File: src/rtl/mux_scan_n_pkg.sv
// Shared definitions for the scanning multiplexer: FSM encodings and
// elaboration-time width helpers.
package mux_scan_n_pkg;

   localparam logic [0:0] ST_PASS  = 1'b0;
   localparam logic [0:0] ST_BLANK = 1'b1;

   // Smallest w with 2**w >= n.
   function automatic int clog2(input int n);
      int w;
      w = 0;
      while ((1 << w) < n) w++;
      return w;
   endfunction

   // Bits needed to hold max_val, never less than one.
   function automatic int cnt_width(input int max_val);
      return (max_val < 1) ? 1 : clog2(max_val + 1);
   endfunction

endpackage

File: src/rtl/mux_scan_n_if.sv
// Channel bus of the scanning multiplexer: packed channel data, selection
// controls and the registered output/status signals.
interface mux_scan_n_if #(
   parameter int unsigned WIDTH = 4,
   parameter int unsigned CH    = 4,
   parameter int unsigned SELW  = 2
);
   logic [CH*WIDTH-1:0] din;
   logic                mode;
   logic [SELW-1:0]     sel_in;
   logic                sel_load;
   logic [WIDTH-1:0]    dout;
   logic [SELW-1:0]     sel_cur;
   logic                sw;
   logic                err;

   modport master (
      output din, mode, sel_in, sel_load,
      input  dout, sel_cur, sw, err
   );

   modport slave (
      input  din, mode, sel_in, sel_load,
      output dout, sel_cur, sw, err
   );
endinterface

File: src/rtl/mux_dwell_cnt.sv
// Terminal-count counter: counts 0..MAX while enabled, wraps after MAX,
// clr has priority over en; tc flags the MAX count.
module mux_dwell_cnt #(
   parameter int unsigned MAX = 7,
   parameter int unsigned W   = 3
) (
   input  logic clk,
   input  logic rst,
   input  logic clr_i,
   input  logic en_i,
   output logic tc_o
);
   localparam logic [W-1:0] MAX_C = W'(MAX);
   localparam logic [W-1:0] ONE_C = W'(1);

   logic [W-1:0] cnt_q;
   logic [W-1:0] cnt_d;

   assign tc_o = (cnt_q == MAX_C);

   always_comb begin
      cnt_d = cnt_q;
      if (clr_i)     cnt_d = '0;
      else if (en_i) cnt_d = tc_o ? '0 : cnt_q + ONE_C;
   end

   // NOTE: state registers use non-blocking assignment so every flop samples
   // pre-edge values regardless of block ordering.
   always_ff @(posedge clk) begin
      if (rst) cnt_q <= '0;
      else     cnt_q <= cnt_d;
   end
endmodule

File: src/rtl/mux_scan_n.sv
// N-channel registered selector with manual and scan modes; every channel
// change passes through a BLANK hold so dout never mixes channels.
module mux_scan_n
   import mux_scan_n_pkg::*;
#(
   parameter int unsigned WIDTH = 4,
   parameter int unsigned CH    = 4,
   parameter int unsigned SELW  = 2,
   parameter int unsigned DWELL = 8,
   parameter int unsigned BLANK = 2
) (
   input  logic        clk,
   input  logic        rst,
   mux_scan_n_if.slave bus
);
   localparam int unsigned DW_W = cnt_width(int'(DWELL) - 1);
   localparam int unsigned BL_W = cnt_width(int'(BLANK) - 1);
   localparam logic [SELW-1:0] SEL_ONE = SELW'(1);

   logic [0:0]       state_q, state_d;
   logic [SELW-1:0]  sel_cur_q, sel_cur_d;
   logic [SELW-1:0]  tgt_q, tgt_d;
   logic [WIDTH-1:0] dout_q, dout_d;
   logic             sw_q, sw_d;
   logic             err_q, err_d;

   logic            sel_oor, load_ok, blank_restart;
   logic            dwell_tc, blank_tc;
   logic [SELW-1:0] next_sel;

   // Range check is done in 32 bits so CH == 2**SELW cannot wrap to zero.
   assign sel_oor  = (32'(bus.sel_in) >= CH);
   assign load_ok  = bus.sel_load && !sel_oor && !bus.mode;
   assign next_sel = (32'(sel_cur_q) == CH - 1) ? '0 : sel_cur_q + SEL_ONE;

   mux_dwell_cnt #(.MAX(DWELL - 1), .W(DW_W)) u_dwell (
      .clk   (clk),
      .rst   (rst),
      .clr_i ((state_q != ST_PASS) || !bus.mode),
      .en_i  ((state_q == ST_PASS) && bus.mode),
      .tc_o  (dwell_tc)
   );

   mux_dwell_cnt #(.MAX(BLANK - 1), .W(BL_W)) u_blank (
      .clk   (clk),
      .rst   (rst),
      .clr_i ((state_q == ST_PASS) || blank_restart),
      .en_i  (state_q == ST_BLANK),
      .tc_o  (blank_tc)
   );

   // NOTE: every signal written here gets a default first, so no path can
   // leave one unassigned and infer a latch.
   always_comb begin
      state_d       = state_q;
      sel_cur_d     = sel_cur_q;
      tgt_d         = tgt_q;
      dout_d        = dout_q;
      sw_d          = 1'b0;
      err_d         = bus.sel_load && sel_oor;
      blank_restart = 1'b0;
      case (state_q)
         ST_PASS: begin
            dout_d = bus.din[32'(sel_cur_q) * WIDTH +: WIDTH];
            if (bus.mode) begin
               if (dwell_tc) begin
                  tgt_d   = next_sel;
                  state_d = ST_BLANK;
               end
            end else if (load_ok && (bus.sel_in != sel_cur_q)) begin
               tgt_d   = bus.sel_in;
               state_d = ST_BLANK;
            end
         end
         default: begin
            // A fresh manual load retargets and restarts the hold, even when
            // it names the channel already on dout.
            if (load_ok) begin
               tgt_d         = bus.sel_in;
               blank_restart = 1'b1;
            end else if (blank_tc) begin
               sel_cur_d = tgt_q;
               state_d   = ST_PASS;
               sw_d      = 1'b1;
            end
         end
      endcase
   end

   always_ff @(posedge clk) begin
      if (rst) begin
         state_q   <= ST_PASS;
         sel_cur_q <= '0;
         tgt_q     <= '0;
         dout_q    <= '0;
         sw_q      <= 1'b0;
         err_q     <= 1'b0;
      end else begin
         state_q   <= state_d;
         sel_cur_q <= sel_cur_d;
         tgt_q     <= tgt_d;
         dout_q    <= dout_d;
         sw_q      <= sw_d;
         err_q     <= err_d;
      end
   end

   assign bus.dout    = dout_q;
   assign bus.sel_cur = sel_cur_q;
   assign bus.sw      = sw_q;
   assign bus.err     = err_q;
endmodule

File: src/flat_wrapper.sv
// flat-port wrapper written by rule: the top's interface ports become plain ports
module mux_scan_n_flat import mux_scan_n_pkg::*;
#(
   parameter int unsigned WIDTH = 4,
   parameter int unsigned CH    = 4,
   parameter int unsigned SELW  = 2,
   parameter int unsigned DWELL = 8,
   parameter int unsigned BLANK = 2
)
  (clk, rst, bus_din, bus_mode, bus_sel_in, bus_sel_load, bus_dout, bus_sel_cur, bus_sw, bus_err);
  mux_scan_n_if #(.WIDTH(WIDTH), .CH(CH), .SELW(SELW)) bus_i ();
  input  logic clk;
  input  logic rst;
  input wire logic [$bits(bus_i.din)-1:0] bus_din;
  input wire logic [$bits(bus_i.mode)-1:0] bus_mode;
  input wire logic [$bits(bus_i.sel_in)-1:0] bus_sel_in;
  input wire logic [$bits(bus_i.sel_load)-1:0] bus_sel_load;
  output wire logic [$bits(bus_i.dout)-1:0] bus_dout;
  output wire logic [$bits(bus_i.sel_cur)-1:0] bus_sel_cur;
  output wire logic [$bits(bus_i.sw)-1:0] bus_sw;
  output wire logic [$bits(bus_i.err)-1:0] bus_err;
  assign bus_i.din = bus_din;
  assign bus_i.mode = bus_mode;
  assign bus_i.sel_in = bus_sel_in;
  assign bus_i.sel_load = bus_sel_load;
  assign bus_dout = bus_i.dout;
  assign bus_sel_cur = bus_i.sel_cur;
  assign bus_sw = bus_i.sw;
  assign bus_err = bus_i.err;
  mux_scan_n #(.WIDTH(WIDTH), .CH(CH), .SELW(SELW), .DWELL(DWELL), .BLANK(BLANK)) u_core (.clk(clk), .rst(rst), .bus(bus_i));
endmodule
File: config.mk
export PLATFORM = sky130hd
export DESIGN_NAME = mux_scan_n_flat
export DESIGN_NICKNAME = d
export VERILOG_FILES = /design/src/rtl/mux_scan_n_pkg.sv /design/src/rtl/mux_scan_n_if.sv /design/src/rtl/mux_dwell_cnt.sv /design/src/rtl/mux_scan_n.sv /design/src/flat_wrapper.sv
export SDC_FILE = /design/constraint.sdc
export NUM_CORES = 1
export LEC_CHECK = 0
export CORE_MARGIN = 2
export CORE_UTILIZATION = 40
export CTS_CLUSTER_DIAMETER = 100
export DETAILED_ROUTE_END_ITERATION = 8
export PLACE_DENSITY = 0.86
export SYNTH_ARGS = -nofsm -noshare
export SYNTH_HDL_FRONTEND = slang
export SYNTH_SLANG_ARGS = --single-unit
File: constraint.sdc
create_clock -name clk -period 1.5 [get_ports clk]
set_input_delay 0.225 -clock clk [delete_from_list [all_inputs] [get_ports clk]]
set_output_delay 0.225 -clock clk [all_outputs]
set_load 0.005 [all_outputs]
---- Word level (Yosys, flattened, before mapping) ----
Index checks and enable logic that the tools add are counted.
W data, S select, Z words.
storage, ports and cells
  register bits after elaboration ......... 14
  input port bits ......................... 22
  output and inout port bits .............. 8
operators by class
  shifts and indexed selects .............. 1
  equal/unequal tests ..................... 5
  reduce and logical (&&, ||, !) cells .... 12
  bitwise logic cells ..................... 2
  $add $sub $neg .......................... 3
  mux-type cells .......................... 17
operators by type and width
  operator               number
  $shiftx A16 B5 Y4      1
  $mux W2                6
  $mux W1                10
  $reduce_and A3 Y1      2
  $reduce_or A2 Y1       2
  $add A3 B1 Y3 const B  1
  $eq A3 B3 Y1 const B   1
  $logic_and A1 B1 Y1    3
  $mux W3                1
  $ne A3 B1 Y1 const B   1
  $reduce_bool A3 Y1     1
  $reduce_or A3 Y1       1
  $add A2 B1 Y2 const B  1
  $eq A2 B2 Y1 const B   1
  $logic_or A1 B1 Y1     2
  $ne A2 B2 Y1           1
  $ne A2 B2 Y1 const B   1
  $not A1 Y1             2
  $add A1 B1 Y1 const B  1
  $logic_not A1 Y1       1

---- Logic depth before layout (Yosys ltp) ----
  word-level depth ........................ 6
  gate-level depth with buffers ........... 6

---- Modules after synthesis ----
From an unflattened synthesis, not the netlist that was laid out.
second synthesis, totals
  cell total of the unflattened synthesis .. 70
  area total of the unflattened synthesis .. 768.2 um^2
modules (own cells, without submodules)
  module                           area an instance (um^2)  times used  cells each
  mux_scan_n                       580.6                    1           54
  mux_dwell_cnt at u_core.u_dwell  148.9                    1           13
  mux_dwell_cnt at u_core.u_blank  38.8                     1           3

---- Worst setup path before layout ----
Ideal clock, no wire load.
  path kind ............................... reg2reg
  start ................................... register u_core.u_dwell.cnt_q[0]
  end ..................................... register u_core.tgt_q[0]
  period minus slack after synthesis ...... 1,369 ps
  buffers on the path ..................... 0
  required time ........................... 1,409 ps
  cell stages (with the launch flop) ...... 7
  path slack .............................. 131 ps
  arrival ................................. 1,278 ps
  setup time .............................. 91 ps
  path through ............................ dfxtp_1 > ha_1 > ha_1 > a21oi_1 > a21o_1 > a221oi_1 > a311oi_1
between the ends
  cells in the longest elaborated chain, start to end .. 3
RTL lines
  item                                line                 text
  from (decl)                         mux_dwell_cnt.sv:16  logic [W-1:0] cnt_q;
  from (signal assigned)              mux_dwell_cnt.sv:31  else cnt_q <= cnt_d;
  $eq A3 B3 Y1                        mux_dwell_cnt.sv:19  assign tc_o = (cnt_q == MAX_C);
  $ne A3 B1 Y1 (no source line)       -
  $reduce_and A3 Y1 (no source line)  -
  to (signal assigned)                mux_scan_n.sv:101    tgt_q <= tgt_d;
  to (decl)                           mux_scan_n.sv:22     logic [SELW-1:0] tgt_q, tgt_d;
No other way between the ends.
A chain may end at the register's enable or synchronous reset.

---- Final worst setup path ----
  start ................................... register u_core.sel_cur_q[1] (netlist: u_core.bus.sel_cur[1])
  end ..................................... output port bus_sel_cur[1]
RTL lines
  item                    line                text
  from (decl)             mux_scan_n.sv:21    logic [SELW-1:0] sel_cur_q, sel_cur_d;
  from (signal assigned)  mux_scan_n.sv:100   sel_cur_q <= sel_cur_d;
  to (decl)               flat_wrapper.sv:19  output wire logic [$bits(bus_i.sel_cur)-1:0] bus_sel_cur;
No word-level cell between the ends.

==> metrics.txt <==
Mapped Nets 89; Worst EP required 1.27 ns; largest net degree at the start of global routing 12; placed cell count between 100 and 150; layout cell share with drive strength beyond 1 0.1939; Async SR Flop Fraction 0; Setup crit start kind flip-flop; top cell type by total area after synthesis dfxtp_1; LEAKAGE 0.4212 nW; Final ANT Viol Nets 0; die area ~2100 um2; f_max between 700 and 800 MHz; GRT overflow 0; WP buf/inv 1; Post-Synthesis Cells 65; top-count cell post-synth dfxtp_1; Hold Path Stages 1; clock sink count 14; Die H 45.56 um; # diodes 0; # H-tree levels 1; # DRC 0; DR pass1 iterations 4; mapped cell area 690.7 um2; routability cong. 0.7041; Clock Skew 0.004396 ns; Finished Layout Cells 115; Total GRT Usage 0.1586; status finished, final reports clean; CTS tree built; Tcrit/Tclk final 0.9505; I/O pins 30; Max FO, Critical Path 6; FF+latch count, synth 14; core area 1670 um2; Routed WL roughly 1.6 mm; crit path cell chain clkdlybuf4s50_1; DP Wirelength 1.174 mm; Reg2Reg Setup Slack 0.08 ns; pwr/cell area 713.5 nW/um2; Hold-fix buffers, CTS 0; WS Path Type flip-flop to output pin; Worst-path clk slew around 0.080 ns; post-layout net count 124; largest delay contributor family on the critical path buffers and inverters; HP Start u_core.u_dwell.cnt_q[0]; worst reg2reg endpoint u_core.tgt_q[1]; Avg Cell Area, Syn approximately 11 um2; WHS Endpoint u_core.u_dwell.cnt_q[0]; Iteration-0 DRC Markers 13; maximum root-to-sink buffer count 2; Primary FF master, synth dfxtp_1; max cap viols 0; Crit-path slowest cell clkdlybuf4s50_1; fin crit period 1.426 ns; P&R area growth vs syn 52.54%; vias in the first global route ~570; total CTS buffers 3; via/cell ratio approximately 5.2; # port buffers 28; post-synthesis sequential area ratio 0.4058; endpoints failing hold 0; CP max stage delay 0.53 ns; Routed wire per std cell 13.54 um; Fin Hold WS 0.4335 ns; fin. max-slew vios 0; number of synthesized flops with an enable pin 0; Core Util, Final 0.6307; CP arrival around 1.2 ns; Peak VDD IR 0.4410 mV; worst r2r src u_core.u_dwell.cnt_q[0]; leading post-synthesis cells by cell area dfxtp_1 41%, mux4_2 9.8%, mux2i_1 8.7%; cells on worst reg2reg path 6; # rows 15; Post-Place Cell Area about 1000 um2; DR vias 603; Clock Latency Late Sink 0.28 ns; Setup violations, final 0; Warnings, synthesis 0; Initial Util 0.4135; Cell variety after synth 27; min-delay worst type flip-flop to flip-flop; Synth top area share 0.4058; initial antenna violation count 0; DIE WIDTH around 46 um; CTS root buffer clkbuf_4; Critical Path Sink Type output pin; first-pass GRT wire length between 2 and 2.5 mm; Final Instance Area about 1100 um2; Synth top cells by count 14 x dfxtp_1, 9 x nor2_1, 6 x mux2i_1
[per-stage QoR]
| stage | worst slack, ns | TNS, ns | total power [mW] |
|---|---|---|---|
| after floorplan | 0.1310 | 0 | 0.4653 |
| after global placement | -0.07413 | -0.1296 | 0.5473 |
| after detailed placement | -0.1362 | -0.2519 | 0.5522 |
| after CTS | 0.01637 | 0 | 0.7525 |
| after global routing | -0.001525 | -0.001525 | 0.7827 |
| final | 0.07428 | 0 | 0.7517 |
[registers in the layout, indices dropped and copies added, names as in the netlist]
| register | flops |
|---|---|
| u_core.bus.dout | 4 |
| u_core.u_dwell.cnt_q | 3 |
| u_core.tgt_q | 2 |
| u_core.u_blank.tc_o | 1 |
| u_core.bus.sel_cur | 2 |
| u_core.bus.sw | 1 |
| u_core.state_q | 1 |
[worst max path at each step]
| stage | end | from | depth (start not counted) | slack, ns |
|---|---|---|---|---|
| after floorplan | u_core.tgt_q[0] | u_core.u_dwell.cnt_q[0] | 6 | 0.13 |
| after detailed placement | u_core.tgt_q[1] | bus_mode | 5 | -0.14 |
| after global placement | u_core.tgt_q[1] | bus_mode | 5 | -0.07 |
| after CTS | u_core.tgt_q[1] | u_core.u_dwell.cnt_q[0] | 6 | 0.02 |
| after global routing | u_core.tgt_q[0] | u_core.u_dwell.cnt_q[0] | 6 | -0.002 |
| final | bus_sel_cur[1] | u_core.bus.sel_cur[1] | 1 | 0.07 |
[logic make-up after synthesis]
logic type,after synthesis,share of synthesized area
and+or+nand+nor,20,0.1413
DFF,14,0.4058
muxes,10,0.2228
AOI/OAI and AO/OA,8,0.08877
buffers and inverters,7,0.06158
xor gates and xnor gates,3,0.03805
adders and majority gates,2,0.03623
other,1,0.005430
[power breakdown]
part           leakage, nW  switching, mW  internal, mW
logic                0.292         0.0482        0.0977
clock network       0.0138          0.113        0.0931
registers            0.116         0.0105         0.389
total                0.421          0.172         0.580
[cells in the final DEF, fill, tap and decap left out, types with 2 or more instances in the layout]
| master | synthesis | routed |
|---|---|---|
| inv_1 | 2 | 2 |
| nand2b_1 | 3 | 3 |
| a21oi_2 | 1 | 2 |
| mux4_2 | 3 | 3 |
| clkbuf_4 | 0 | 3 |
| nor2_1 | 9 | 9 |
| dfxtp_2 | 0 | 2 |
| and2_1 | 2 | 2 |
| xnor2_1 | 2 | 2 |
| buf_4 | 2 | 7 |
| nand3_1 | 2 | 2 |
| a21o_1 | 2 | 2 |
| clkdlybuf4s50_1 | 0 | 28 |
| mux2i_1 | 6 | 6 |
| dfxtp_1 | 14 | 12 |
[cell type report]
cell class / count / area [um2]
flip-flops and latches: 14 / 282.8
fillers: 135 / 616.8
repair buffers: 35 / 332.8
inverters: 2 / 7.507
multi-input cells: 44 / 386.6
clock buffers: 3 / 22.52
well taps: 17 / 21.27
[routing by layer]
layer / global-route usage / vias up / routed length [um]
met4: 0.05294 / 0 / 14
met1: 0.1728 / 280 / 596
met5: 0 / - / 0
met2: 0.2958 / 24 / 834
li1: - / 297 / -
met3: 0.03571 / 2 / 112
[timing repair]
item,in CTS,in global routing
resized for setup,4,2
pin swaps,0,4
setup buffers,0,0
endpoints found under the hold margin,0,0
setup endpoints to repair,3,2
gates cloned,0,0
Note: power is estimated with default switching activity, not from simulation.
